[src/rtl/mem_wb_stage.sv]
// Memory-to-writeback pipeline stage: registers memory-stage results, then selects,
// aligns and extends the writeback value and drives the register-file write port.
module mem_wb_stage #(
    parameter int unsigned DATA_W   = 16,
    parameter int unsigned RADDR_W  = 4,
    parameter int unsigned CNT_W    = 16,
    parameter int unsigned ZERO_REG = 1
) (
    input  logic                          clk,
    input  logic                          rst,
    input  logic                          stall,
    input  logic                          flush,
    input  logic                          valid_in,
    input  logic [1:0]                    wbs_in,
    input  logic [DATA_W-1:0]             memData_in,
    input  logic [DATA_W-1:0]             calcData_in,
    input  logic [DATA_W-1:0]             link_in,
    input  logic [1:0]                    msize_in,
    input  logic                          msigned_in,
    input  logic [$clog2(DATA_W/8)-1:0]   moff_in,
    input  logic [RADDR_W-1:0]            rd_in,
    input  logic                          regwrite_in,
    input  logic                          ni_in,
    output logic                          wb_valid,
    output logic                          wb_we,
    output logic [RADDR_W-1:0]            wb_rd,
    output logic [DATA_W-1:0]             wb_data,
    output logic                          ni_out,
    output logic [CNT_W-1:0]              retired
);

    localparam int unsigned OFF_W = $clog2(DATA_W / 8);

    localparam logic [1:0] WbsCalc = 2'd0;
    localparam logic [1:0] WbsMem  = 2'd1;
    localparam logic [1:0] WbsLink = 2'd2;

    localparam logic [1:0] SizeByte = 2'd1;
    localparam logic [1:0] SizeHalf = 2'd2;

    typedef struct packed {
        logic               valid;
        logic [1:0]         wbs;
        logic [DATA_W-1:0]  mem_data;
        logic [DATA_W-1:0]  calc_data;
        logic [DATA_W-1:0]  link;
        logic [1:0]         msize;
        logic               msigned;
        logic [OFF_W-1:0]   moff;
        logic [RADDR_W-1:0] rd;
        logic               regwrite;
        logic               ni;
    } stage_t;

    stage_t            stage_d, stage_q;
    logic [CNT_W-1:0]  retired_d, retired_q;

    logic [OFF_W-1:0]  half_off;
    logic [7:0]        byte_val;
    logic [15:0]       half_val;
    logic [DATA_W-1:0] mem_ext;

    always_comb begin
        stage_d   = stage_q;
        retired_d = retired_q;
        if (flush) begin
            stage_d = '0;
        end else if (!stall) begin
            stage_d.valid     = valid_in;
            stage_d.wbs       = wbs_in;
            stage_d.mem_data  = memData_in;
            stage_d.calc_data = calcData_in;
            stage_d.link      = link_in;
            stage_d.msize     = msize_in;
            stage_d.msigned   = msigned_in;
            stage_d.moff      = moff_in;
            stage_d.rd        = rd_in;
            stage_d.regwrite  = regwrite_in;
            stage_d.ni        = ni_in;
            if (valid_in) begin
                retired_d = retired_q + CNT_W'(1);
            end
        end
    end

    always_ff @(posedge clk) begin
        if (rst) begin
            stage_q   <= '0;
            retired_q <= '0;
        end else begin
            stage_q   <= stage_d;
            retired_q <= retired_d;
        end
    end

    // Shifting rather than part-selecting keeps every offset in range for any DATA_W.
    always_comb begin
        half_off    = stage_q.moff;
        half_off[0] = 1'b0;
        byte_val    = 8'(stage_q.mem_data >> {stage_q.moff, 3'b000});
        half_val    = 16'(stage_q.mem_data >> {half_off, 3'b000});
        case (stage_q.msize)
            SizeByte: begin
                mem_ext       = {DATA_W{stage_q.msigned & byte_val[7]}};
                mem_ext[7:0]  = byte_val;
            end
            SizeHalf: begin
                mem_ext       = {DATA_W{stage_q.msigned & half_val[15]}};
                mem_ext[15:0] = half_val;
            end
            default: mem_ext  = stage_q.mem_data;
        endcase
    end

    always_comb begin
        case (stage_q.wbs)
            WbsCalc: wb_data = stage_q.calc_data;
            WbsMem:  wb_data = mem_ext;
            WbsLink: wb_data = stage_q.link;
            default: wb_data = '0;
        endcase
    end

    assign wb_valid = stage_q.valid;
    assign wb_rd    = stage_q.rd;
    assign wb_we    = stage_q.valid & stage_q.regwrite
                    & ~((ZERO_REG != 0) && (stage_q.rd == '0));
    assign ni_out   = stage_q.ni & stage_q.valid;
    assign retired  = retired_q;

endmodule

[config.mk]
export PLATFORM = sky130hd
export DESIGN_NAME = mem_wb_stage
export DESIGN_NICKNAME = d
export VERILOG_FILES = /design/src/rtl/mem_wb_stage.sv
export SDC_FILE = /design/constraint.sdc
export NUM_CORES = 1
export LEC_CHECK = 0
export CAP_MARGIN = 30
export CELL_PAD_IN_SITES_DETAIL_PLACEMENT = 2
export CELL_PAD_IN_SITES_GLOBAL_PLACEMENT = 2
export CORE_MARGIN = 1
export CORE_UTILIZATION = 28
export CTS_BUF_LIST = sky130_fd_sc_hd__clkbuf_8
export DETAILED_ROUTE_END_ITERATION = 6
export GPL_ROUTABILITY_DRIVEN = 0
export GPL_TIMING_DRIVEN = 0
export PLACE_DENSITY_LB_ADDON = 0.15
export SKIP_LAST_GASP = 1
export SYNTH_ARGS = -nofsm -noshare
export SYNTH_HDL_FRONTEND = slang
export SYNTH_SLANG_ARGS = --single-unit
[constraint.sdc]
create_clock -name clk -period 2.15 [get_ports clk]
set_input_delay 0.215 -clock clk [delete_from_list [all_inputs] [get_ports clk]]
set_output_delay 0.215 -clock clk [all_outputs]
set_load 0.01 [all_outputs]
Word-level counts from Yosys, hierarchy flattened --
Index checks and enable logic that the tools add are counted. Widths: inputs -> output; s select.
Storage, ports and cells: output and inout bits 39, input port bits 65, bits in registers 77, word-level logic and storage cells 30
Cells by class: bitwise operators 7, shift operators 1, add/sub/neg operators 1, reduce and logical (&&, ||, !) cells 4, muxes and demuxes 2, equality and inequality tests 3
Operators by type and width (number):
- $pmux 16 s3 | 1
- $add 16x1->16 const B | 1
- $mux 16 | 1
- $shr 16x4->8 | 1
- $and 1x1->1 | 4
- $eq 2x1->1 const B | 2
- $logic_not 4->1 | 1
- $not 1->1 | 3
- $reduce_and 3->1 | 1
- $eq 2x2->1 const B | 1
- $logic_not 2->1 | 1
- $reduce_or 2->1 | 1

Depth between registers and ports, before layout --
Gate-level depths: netlist of the first run.
depth after elaboration 4, gate-level depth with buffers 6, gate-level depth less buffers 4

Worst setup path before layout of the first run --
OpenSTA, ideal clock, no wires.
path kind register to register, start register retired_q[3] (netlist: retired[3]), end register retired_q[15] (netlist: retired[15]), stages on the path, launching flop included 6, path slack 0.560 ns, required time 2.080 ns, data arrival time 1.520 ns, cells stage by stage dfxtp_1 and4_1 buf_2 nand4_1 or4_1 a21oi_1
Between the ends: cells in the longest elaborated chain, start to end 1
RTL lines:
- start, declared | RTL line 56 | logic [CNT_W-1:0] retired_d, retired_q;
- start signal, assigned | RTL line 92 | retired_q <= retired_d;
- $add 16x1->16 | RTL line 81 | retired_d = retired_q + CNT_W'(1);
No other way between the ends. A chain may end at the register's enable or synchronous reset.

Worst setup path in the final report of the first run --
start register stage_q[9] (netlist name), end output wb_data[0]
Between the ends: cells in the longest elaborated chain, start to end 3
RTL lines:
- start, declared | RTL line 55 | stage_t stage_d, stage_q;
- start signal, assigned | RTL line 91 | stage_q <= stage_d;
- $eq 2x1->1 | RTL line 102 | case (stage_q.msize)
- $mux 16 | RTL line 102
- $pmux 16 s3 | RTL line 116 | case (stage_q.wbs)
- end, declared | RTL line 27 | output logic [DATA_W-1:0] wb_data,
No other way between the ends.

==> impl_results.md, run 1 <==
* Via density at 4.865
* Hold_buf cts at 0
* Worst hold path type: in -> reg
* Maximum vdd drop at 0.0002739 V
* Leakage at 0.002039 uW
* Setup-failing EPs final at 0
* Max-slew headroom at 44.23%
* Period Utilization, post-route at 94.48%
* Met1 Use GR at 23.32%
* Max Fanout on Critical Path at 4
* Final Skew at 2.800 ps
* Crit end category: primary output
* Root Buffer: clkbuf_8
* Met2 usage at 30.14%
* Syn Inst Count at 368
* Worst path top cell family by delay: compound AO/OA/AOI/OAI gates
* Met3 Use GR at 3.593%
* First-pass GRT wire length at 17240 um
* IO Count at 104
* Placed cell area at 4559 sq um
* CTS max path bufs at 2
* Seq/Total Area, Yosys at 45.75%
* Mean post-synth cell area at 9.156 sq um
* Primary FF master, synth: dfxtp_1
* Port buffer count at 101
* #FFs+latches synth at 77
* Critical path's largest stage delay at 340 ps
* PwrDens at 604.4 nW/um^2
* Starting Density at 29.14%
* Ratio of cells with drive above 1 in the final layout at 9.856%
* Failing checks: design-rule violations
* Final Slew Violations at 0
* Status: finished, violations left
* Drt pass-1 iters at 6
* Largest net degree at the start of global routing at 12
* Post-DR wirelength/cell at 17.58 um
* YS warnings at 0
* Fillers at 1309
* Critical path type: reg -> out
* Slew of the pin with the lowest slew margin at 836.6 ps
* Synth async-reset ratio at 0%
* Post-route setup TNS at 0 ps
* Dpl hpwl at 8294 um
* Max Cap Viol at 0
* Most used routing layer: met2
* Chip Width at 111.7 um
* FMAX at 0.4923 GHz
* DRC at 7
* Fin nets at 549
* Net Count, Synth at 434
* Mapped cell area at 3369 sq um
* CTS tree: yes
* Total track usage at 18.38%
* Vias post-DR at 3065
* DRT antenna net count at 0
* Hold Vio Cnt, Final at 0
* Vias in the first global route at 3244
* Layout area overhead at 43.56%
* Slowest-stage cell, CP: dfxtp_2
* Clk pin slew, worst setup/hold paths at 80 ps
* Post-Route WL at 11080 um
* Total clock sinks at 77
* Die Ht at 111.7 um
* Critical path arrival at 1820 ps
* CTS buffer count at 9
* Number of synthesized flops with an enable pin at 0
* CP Buf/Inv Count at 2
* Fin area at 4837 sq um
* Worst skew pair latency at 360 ps
* # rows at 39
* Distinct cell type count after synthesis at 35
* ANT cells at 0
* Antenna violations before repair at 1
* Worst path cell trace: and3b_2, buf_4, nand2_1, a311oi_2, a21o_1, dlygate4sd2_1
* WP data required at 1930 ps
* Total gr overflow at 0
* Core ar. at 11560 sq um
* H-Tree Depth at 3
* Starting DRT DRC Count at 95
* Final min period at 2031 ps
* Worst setup SP type: register
* Die Area at 12480 sq um
==> timing repair <==
| action | CTS | global route |
|---|---|---|
| endpoints found under the hold margin | 0 | 0 |
| setup buffers | 3 | 3 |
| pin swaps | 2 | 3 |
| resized for setup | 26 | 19 |
| endpoints found under the setup margin | 16 | 12 |
==> final timing paths <==
kind	cells past startpoint	slack [ps]	end	start
hold / removal	2	230	retired[9]	rst
setup reg to reg	5	380	retired[15]	retired[3]
hold reg to reg	2	500	half_val[4]	half_val[4]
setup / recovery	6	120	wb_data[0]	stage_q[9]
==> metal layers <==
metal / up-vias / part of all wire [%]
met5: - / 0.072
met1: 1481 / 46
met2: 68 / 48
li1: 1494 / -
met3: 20 / 4.2
met4: 2 / 2.0
==> layout by cell type (no fill, tap or decap), drive strengths merged, types with 2 or more instances in the layout <==
| cell type | netlist | final |
|---|---|---|
| a21o | 8 | 8 |
| a21oi | 6 | 6 |
| a311oi | 8 | 8 |
| and2 | 3 | 3 |
| buf | 12 | 18 |
| clkbuf | 18 | 29 |
| clkdlybuf4s50 | 0 | 85 |
| dfxtp | 77 | 77 |
| dlygate4sd2 | 0 | 8 |
| dlymetal6s2s | 0 | 5 |
| inv | 1 | 3 |
| mux2i | 71 | 71 |
| nand2 | 22 | 22 |
| nand3 | 5 | 5 |
| nand3b | 2 | 2 |
| nand4 | 7 | 7 |
| nor2 | 88 | 88 |
| nor2b | 2 | 2 |
| o21ai | 6 | 6 |
| o22ai | 8 | 8 |
| or3 | 3 | 3 |
| or4 | 2 | 2 |
| xor2 | 8 | 8 |
==> synthesized netlist by cell type, drive strengths merged, types with 2 or more instances <==
cell type	instances	area share (%)
nor2	88	9.8
dfxtp	77	46
mux2i	71	21
nand2	22	2.5
clkbuf	18	2.0
buf	12	2.0
a21o	8	1.8
a311oi	8	2.1
o22ai	8	1.5
xor2	8	2.1
nand4	7	1.3
a21oi	6	0.89
o21ai	6	0.89
nand3	5	1.1
and2	3	0.56
or3	3	0.56
nand3b	2	0.45
nor2b	2	0.37
or4	2	0.45
==> worst reg2reg max path, delay by kind of cell, from the launching register on <==
kind | cells | cell delay [ps]
and+or+nand+nor | 3 | 950
AOI/OAI and AO/OA | 1 | 140
buffers and inverters | 1 | 200
DFF | 1 | 410
==> registers in the layout, summed over array words and instances (netlist names) <==
name	count
half_val	16
retired	16
stage_q	40
wb_rd	4
wb_valid	1
==> layout make-up <==
type	instances	area, sq um	area share [%]
buffer	27	136.4	2.819
clock inverter	3	12.51	0.2587
timing repair buffer	107	1049	21.68
tap	143	178.9	3.699
clock buffer	12	165.2	3.414
sequential	77	1550	32.05
multi-input combinational	260	1742	36.01
inverter	1	3.754	0.07760
==> through the flow <==
stage	cells	power [uW]	setup WS [ps]	hold WS, ps	util (%)
after floorplan	368	1704	559.7	358.9	-
after global placement	612	1916	-307.4	462.6	39.42
after detailed placement	612	1927	-290.6	492.0	39.42
after CTS	627	2981	-210.3	218.4	41.25
after global routing	630	3066	-2.927	245.9	41.83
final	630	2923	118.7	231.8	41.83
==> cell families after synthesis <==
group | share of synthesized area [%]
xor+xnor | 2.340
flops | 45.75
fa+ha+maj | 0.3713
mux | 21.09
compound gates | 7.353
buf+inv | 4.085
simple gates | 19.01
==> report_power, final <==
part | leakage (uW) | internal (uW) | switching, uW | total, uW
clock network | 0.000101 | 498 | 534 | 1030
registers | 0.000629 | 1460 | 33.9 | 1500
logic | 0.00131 | 223 | 170 | 393
(Power assumes the default switching activity.)
==> run 2: changes to the inputs <==
==> constraint.sdc (replaced) <==
create_clock -name clk -period 1.9 [get_ports clk]
set_input_delay 0.19 -clock clk [delete_from_list [all_inputs] [get_ports clk]]
set_output_delay 0.19 -clock clk [all_outputs]
set_load 0.01 [all_outputs]
==> run 2 against run 1 <==
The run ends with design-rule violations, negative setup slack left. Cell count increased by 1.1%. Setup slack got worse by 190 ps. Sequential share of layout area decreased by 0.53 points. Sequential power increased by 13%. Core utilization increased by 0.88 points. Non-clock buffer count increased by 7. Design area increased by 2.1%. Total power increased by 14%. Critical endpoint is now wb_data[5]. Largest power group unchanged.
==> impl_results.md, run 2 (synthesized netlist as in run 1, its figures left out) <==
* Status: finished, violations left
* Failing checks: design-rule violations, negative setup slack
* Vias in the first global route at 3292 (+1.5%)
* Root Buffer: clkbuf_8
* Worst r2r dst: retired[15]
* DR WL met3 at 430 um (-7.3%)
* Top reg by flops: stage_q
* Routed met1 length at 5216 um (+2.7%)
* Final WS setup at -67.62 ps (-186.3 ps)
* CTS buffer count at 9 (unchanged)
* Maximum vdd drop at 0.0003136 V (+14%)
* Layout area overhead at 46.57%
* WP data required at 1710 ps (-220 ps)
* Setup-failing EPs final at 5 (+5)
* Worst Hold End: retired[9]
* Largest net degree at the start of global routing at 12 (unchanged)
* DRT antenna net count at 0 (unchanged)
* Ratio of cells with drive above 1 in the final layout at 16.60% (+6.7 points)
* Hold Vio Cnt, Final at 0 (unchanged)
* Starting Density at 29.14% (unchanged)
* Dpl hpwl at 8294 um (unchanged)
* Final min period at 1968 ps
* Post-DR wirelength/cell at 17.77 um (+1.0%)
* Total clock sinks at 77 (unchanged)
* Critical path type: reg -> out
* Placed cell area at 4559 sq um (unchanged)
* Total gr overflow at 0 (unchanged)
* Via density at 4.848 (-0.36%)
* # rows at 39 (unchanged)
* Unrepaired setup endpoints after global routing: true
* Antenna violations before repair at 1 (unchanged)
* Starting DRT DRC Count at 63 (-34%)
* Die Ht at 111.7 um (unchanged)
* Commonest non-fill, non-tap cell in the layout: nor2_1
* Commonest non-fill, non-tap cells in the layout: nor2_1, clkdlybuf4s50_1, mux2i_1, dfxtp_1, nand2_1
* Crit end category: primary output
* Clk pin slew, worst setup/hold paths at 80 ps (about the same)
* PwrDens at 674.6 nW/um^2 (+12%)
* Worst setup SP type: register
* Routed wl met2 at 5432 um (+2.5%)
* Drt pass-1 iters at 6 (unchanged)
* FMAX at 0.5082 GHz
* CTS tree: yes
* Final Skew at 3.425 ps (+0.6249 ps)
* Leakage at 0.002040 uW (about the same)
* H-Tree Depth at 3 (unchanged)
* Flop-to-flop setup slack at 130 ps (-250 ps)
* Vias post-DR at 3088 (+0.75%)
* Max Cap Viol at 0 (unchanged)
* Max Fanout on Critical Path at 4 (unchanged)
* CTS max path bufs at 2 (unchanged)
* Worst skew pair latency at 370 ps (about the same)
* DRC at 7 (unchanged)
* Reg2Reg Depth at 5 (unchanged)
* Largest register FFs at 40 (unchanged)
* Fin nets at 556 (+1.3%)
* R2R Path Start: retired[5]
* Final Slew Violations at 0 (unchanged)
* Finished Layout Cells at 637 (+1.1%)
* Port buffer count at 101 (unchanged)
* Critical path arrival at 1780 ps (-40 ps)
* Core ar. at 11560 sq um (unchanged)
* ANT cells at 0 (unchanged)
* Post-placement cell count at 612 (unchanged)
* Highest metal used: met5
* Chip Width at 111.7 um (unchanged)
* IO Count at 104 (unchanged)
* Total track usage at 18.72% (+0.34 points)
* Period Utilization, post-route at 103.6%
* Die Area at 12480 sq um (unchanged)
* Launch point of the worst hold path: rst
* Slew of the pin with the lowest slew margin at 804.5 ps (-32.11 ps)
* First-pass GRT wire length at 17580 um (+2.0%)
* Worst hold path type: in -> reg
* Hold Path Depth at 2 (unchanged)
* Max-slew headroom at 46.37% (+2.1 points)
* Fin area at 4938 sq um (+2.1%)
* Post-Route WL at 11320 um (+2.2%)
[run 2: cell count changes in the layout (fill, tap and decap cells not counted), moves of 2 or more]
cell | previous run | this run
dfxtp_4 | 1 | 3
buf_2 | 3 | 17
dlygate4sd2_1 | 8 | 0
a311oi_1 | 2 | 0
clkbuf_2 | 3 | 0
nand2_2 | 0 | 2
buf_6 | 0 | 7
nand2_4 | 0 | 2
o22ai_1 | 6 | 2
nand2_1 | 22 | 18
a311oi_2 | 6 | 8
o22ai_2 | 2 | 6
dlymetal6s2s_1 | 5 | 0
[run 2: where the power goes]
group | internal, uW | leakage [uW] | switching (uW)
clock | 564 | 0.000101 | 619
sequential | 1650 | 0.000630 | 40.2
combinational | 256 | 0.00131 | 197
total | 2470 | 0.00204 | 857
[run 2: area by class of cell]
| cell class | instances | area, sq um |
|---|---|---|
| Timing Repair Buffer | 114 | 1064 |
| Multi-Input combinational cell | 260 | 1805 |
| Buffer | 27 | 152.6 |
| Clock inverter | 3 | 12.51 |
| Tap cell | 143 | 178.9 |
| Inverter | 1 | 3.754 |
| Clock buffer | 12 | 165.2 |
| Sequential cell | 77 | 1556 |
| Fill cell | 1281 | 6626 |
[run 2: critical path: stages, from the launching register on]
cell	delay [ps]
dfxtp_4	370
and3b_2	270
buf_6	120
buf_6	100
nand2_2	60
a311oi_2	250
a21o_1	110
buf_2	120
[run 2: through the flow]
stage	total power, uW	setup WS, ps	hold slack (ps)	TNS (ps)	util, %
floorplan	1928	309.7	333.9	0	-
global placement	2168	-532.4	462.6	-7257	39.42
detailed placement	2181	-515.6	492.0	-7998	39.42
CTS	3377	-61.67	193.4	-318.4	41.87
global route	3477	-153.7	220.9	-772.0	42.70
finish	3331	-67.62	207.1	-183.2	42.70
[run 2: what timing repair did]
item	4_1_cts	5_1_grt
pin swaps	9	7
endpoints found under the setup margin	16	15
hold buffers	0	0
resized for setup	96	19
setup buffers	8	5
[run 2: worst max-delay path by stage]
stage	start	endpoint
6_report	stage_q[6]	wb_data[5]
5_1_grt	stage_q[6]	wb_data[5]
4_1_cts	stage_q[9]	wb_data[7]
3_5_place_dp	stage_q[59]	wb_data[9]
3_3_place_gp	stage_q[59]	wb_data[9]
2_1_floorplan	retired[3]	retired[15]
[run 2: layer usage]
| layer | global-route usage [%] | vias up |
|---|---|---|
| li1 | - | 1505 |
| met1 | 23.55 | 1495 |
| met2 | 31.06 | 66 |
| met3 | 3.593 | 20 |
| met4 | 8.288 | 2 |
| met5 | 0 | - |
==> run 3: changes to the inputs <==
==> constraint.sdc (replaced) <==
create_clock -name clk -period 1.9 [get_ports clk]
set_input_delay 0.285 -clock clk [delete_from_list [all_inputs] [get_ports clk]]
set_output_delay 0.285 -clock clk [all_outputs]
set_load 0.01 [all_outputs]
==> run 3 against run 2 <==
The flow still finishes with violations (design-rule violations, negative setup slack). Design area grew 0.84%. Non-clock buffer count unchanged. Count of clock-buffer cells in the layout stayed put. Total power rose by 0.53%. Critical endpoint is now wb_data[7]. Largest power group unchanged.
==> impl_results.md, run 3 (synthesized netlist as in run 1, its figures left out) <==
* Hold Path Depth at 2 (unchanged)
* Final Slew Violations at 0 (unchanged)
* Drt pass-1 iters at 6 (unchanged)
* Worst r2r dst: retired[15]
* Largest net degree at the start of global routing at 12 (unchanged)
* Hold Vio Cnt, Final at 0 (unchanged)
* Vias in the first global route at 3347 (+1.7%)
* Max Cap Viol at 0 (unchanged)
* Max-slew headroom at 46.27% (-0.099 points)
* Slew of the pin with the lowest slew margin at 806.0 ps (+1.488 ps)
* Worst path cell trace: buf_4, nand3b_1, buf_4, nand2_1, a311oi_2, a21o_1, buf_2
* Layout area overhead at 47.79%
* FMAX at 0.4869 GHz (-4.2%)
* DRC at 7 (unchanged)
* Max Fanout on Critical Path at 4 (unchanged)
* Vias post-DR at 3077 (-0.36%)
* # rows at 39 (unchanged)
* CTS tree: yes
* Die Ht at 111.7 um (unchanged)
* WP data required at 1620 ps (-90 ps)
* Total gr overflow at 0 (unchanged)
* Flop-to-flop setup slack at 130 ps (about the same)
* IO Count at 104 (unchanged)
* Worst setup SP type: register
* Die Area at 12480 sq um (unchanged)
* Via density at 4.830 (-0.36%)
* Dpl hpwl at 8294 um (unchanged)
* Antenna violations before repair at 0 (-1)
* PwrDens at 672.5 nW/um^2 (-0.30%)
* Top reg by flops: stage_q
* Unrepaired setup endpoints after global routing: true
* Final WS setup at -153.9 ps (-86.24 ps)
* Fin nets at 556 (unchanged)
* CP endpoint: wb_data[7]
* Met2 usage at 31.26% (+0.21 points)
* Power consumption at 3349 uW (+0.53%)
* Crit path from: stage_q[6]
* Worst skew pair latency at 380 ps (about the same)
* Post-Route WL at 11420 um (+0.87%)
* Leakage at 0.002042 uW (about the same)
* Post-DR wirelength/cell at 17.92 um (+0.87%)
* Status: finished, violations left
* Dominant cell type by count on the critical path: buf_4
* CTS max path bufs at 2 (unchanged)
* Most used routing layer: met2
* Launch point of the worst hold path: rst
* Core ar. at 11560 sq um (unchanged)
* Critical path arrival at 1770 ps (about the same)
* Met1 Use GR at 23.71% (+0.16 points)
* Failing checks: design-rule violations, negative setup slack
* Met3 Use GR at 3.430% (-0.16 points)
* Final min period at 2054 ps (+86.24 ps)
* Starting DRT DRC Count at 63 (unchanged)
* Critical path type: reg -> out
* Port buffer count at 101 (unchanged)
* Crit end category: primary output
* Clk pin slew, worst setup/hold paths at 80 ps (about the same)
* Reg2Reg Depth at 5 (unchanged)
* Largest register FFs at 40 (unchanged)
* ANT cells at 0 (unchanged)
* Maximum vdd drop at 0.0003368 V (+7.4%)
* Hold_buf cts at 0 (unchanged)
* Total track usage at 19.00% (+0.29 points)
* Period Utilization, post-route at 108.1% (+4.5 points)
* Slowest-stage cell, CP: dfxtp_4
* Setup-failing EPs final at 8 (+3)
* Setup Slack @ Placement at -610.6 ps (-95.00 ps)
* DRT antenna net count at 0 (unchanged)
* H-Tree Depth at 3 (unchanged)
* Final Skew at 3.074 ps (-0.3508 ps)
* Starting Density at 29.14% (unchanged)
* Root Buffer: clkbuf_8
* Total clock sinks at 77 (unchanged)
* Commonest non-fill, non-tap cells in the layout: nor2_1, clkdlybuf4s50_1, dfxtp_1, mux2i_1, buf_2
* Critical path's largest stage delay at 360 ps (about the same)
* CTS buffer count at 9 (unchanged)
* Ratio of cells with drive above 1 in the final layout at 17.00% (+0.40 points)
* R2R Path Start: retired[5]
* Commonest non-fill, non-tap cell in the layout: nor2_1
* Worst hold path type: in -> reg
* First-pass GRT wire length at 17820 um (+1.4%)
* Chip Width at 111.7 um (unchanged)
run 3: per-stage QoR:
stage | cell area, sq um | hold slack, ps | setup TNS [ps] | instances | utilization (%)
CTS | 4892 | 288.4 | -1077 | 634 | 42.30
finish | 4980 | 293.2 | -965.5 | 637 | 43.06
floorplan | 3369 | 428.9 | 0 | 368 | -
detailed placement | 4559 | 492.0 | -13040 | 612 | 39.42
global route | 4980 | 310.5 | -1979 | 637 | 43.06
global placement | 4559 | 462.6 | -10510 | 612 | 39.42
run 3: layer usage:
| layer | part of all wire [%] | up-vias |
|---|---|---|
| met3 | 3.2 | 18 |
| li1 | - | 1514 |
| met5 | 0 | - |
| met4 | 2.6 | 0 |
| met1 | 46 | 1480 |
| met2 | 48 | 65 |
run 3: critical path: cells and delay by family (launching register included):
family          cells  cell delay [ps]
compound gates      2              440
buf+inv             3              410
flops               1              360
simple gates        2              190
run 3: what timing repair did:
| item | in CTS | in global routing |
|---|---|---|
| buffers inserted | 10 | 4 |
| endpoints found under the setup margin | 16 | 17 |
| gates resized for setup | 105 | 22 |
| pin swaps | 10 | 9 |
run 3: layout make-up:
cell class,count,area [sq um]
Fill cell,1285,6585
Multi-Input combinational cell,260,1838
Sequential cell,77,1559
Timing Repair Buffer,115,1075
Tap cell,143,178.9
Clock buffer,12,165.2
Buffer,26,147.6
Clock inverter,3,12.51
Inverter,1,3.754
run 3: power by group:
part           switching [uW]  internal [uW]
clock network             627            564
registers                40.4           1650
logic                     204            260
total                     872           2480
run 3: worst min-delay path by stage:
stage | endpoint | slack, ps
floorplan | half_val[0] | 430
global placement | retired[15] | 460
detailed placement | half_val[4] | 490
CTS | retired[15] | 290
global route | retired[9] | 310
finish | retired[9] | 290
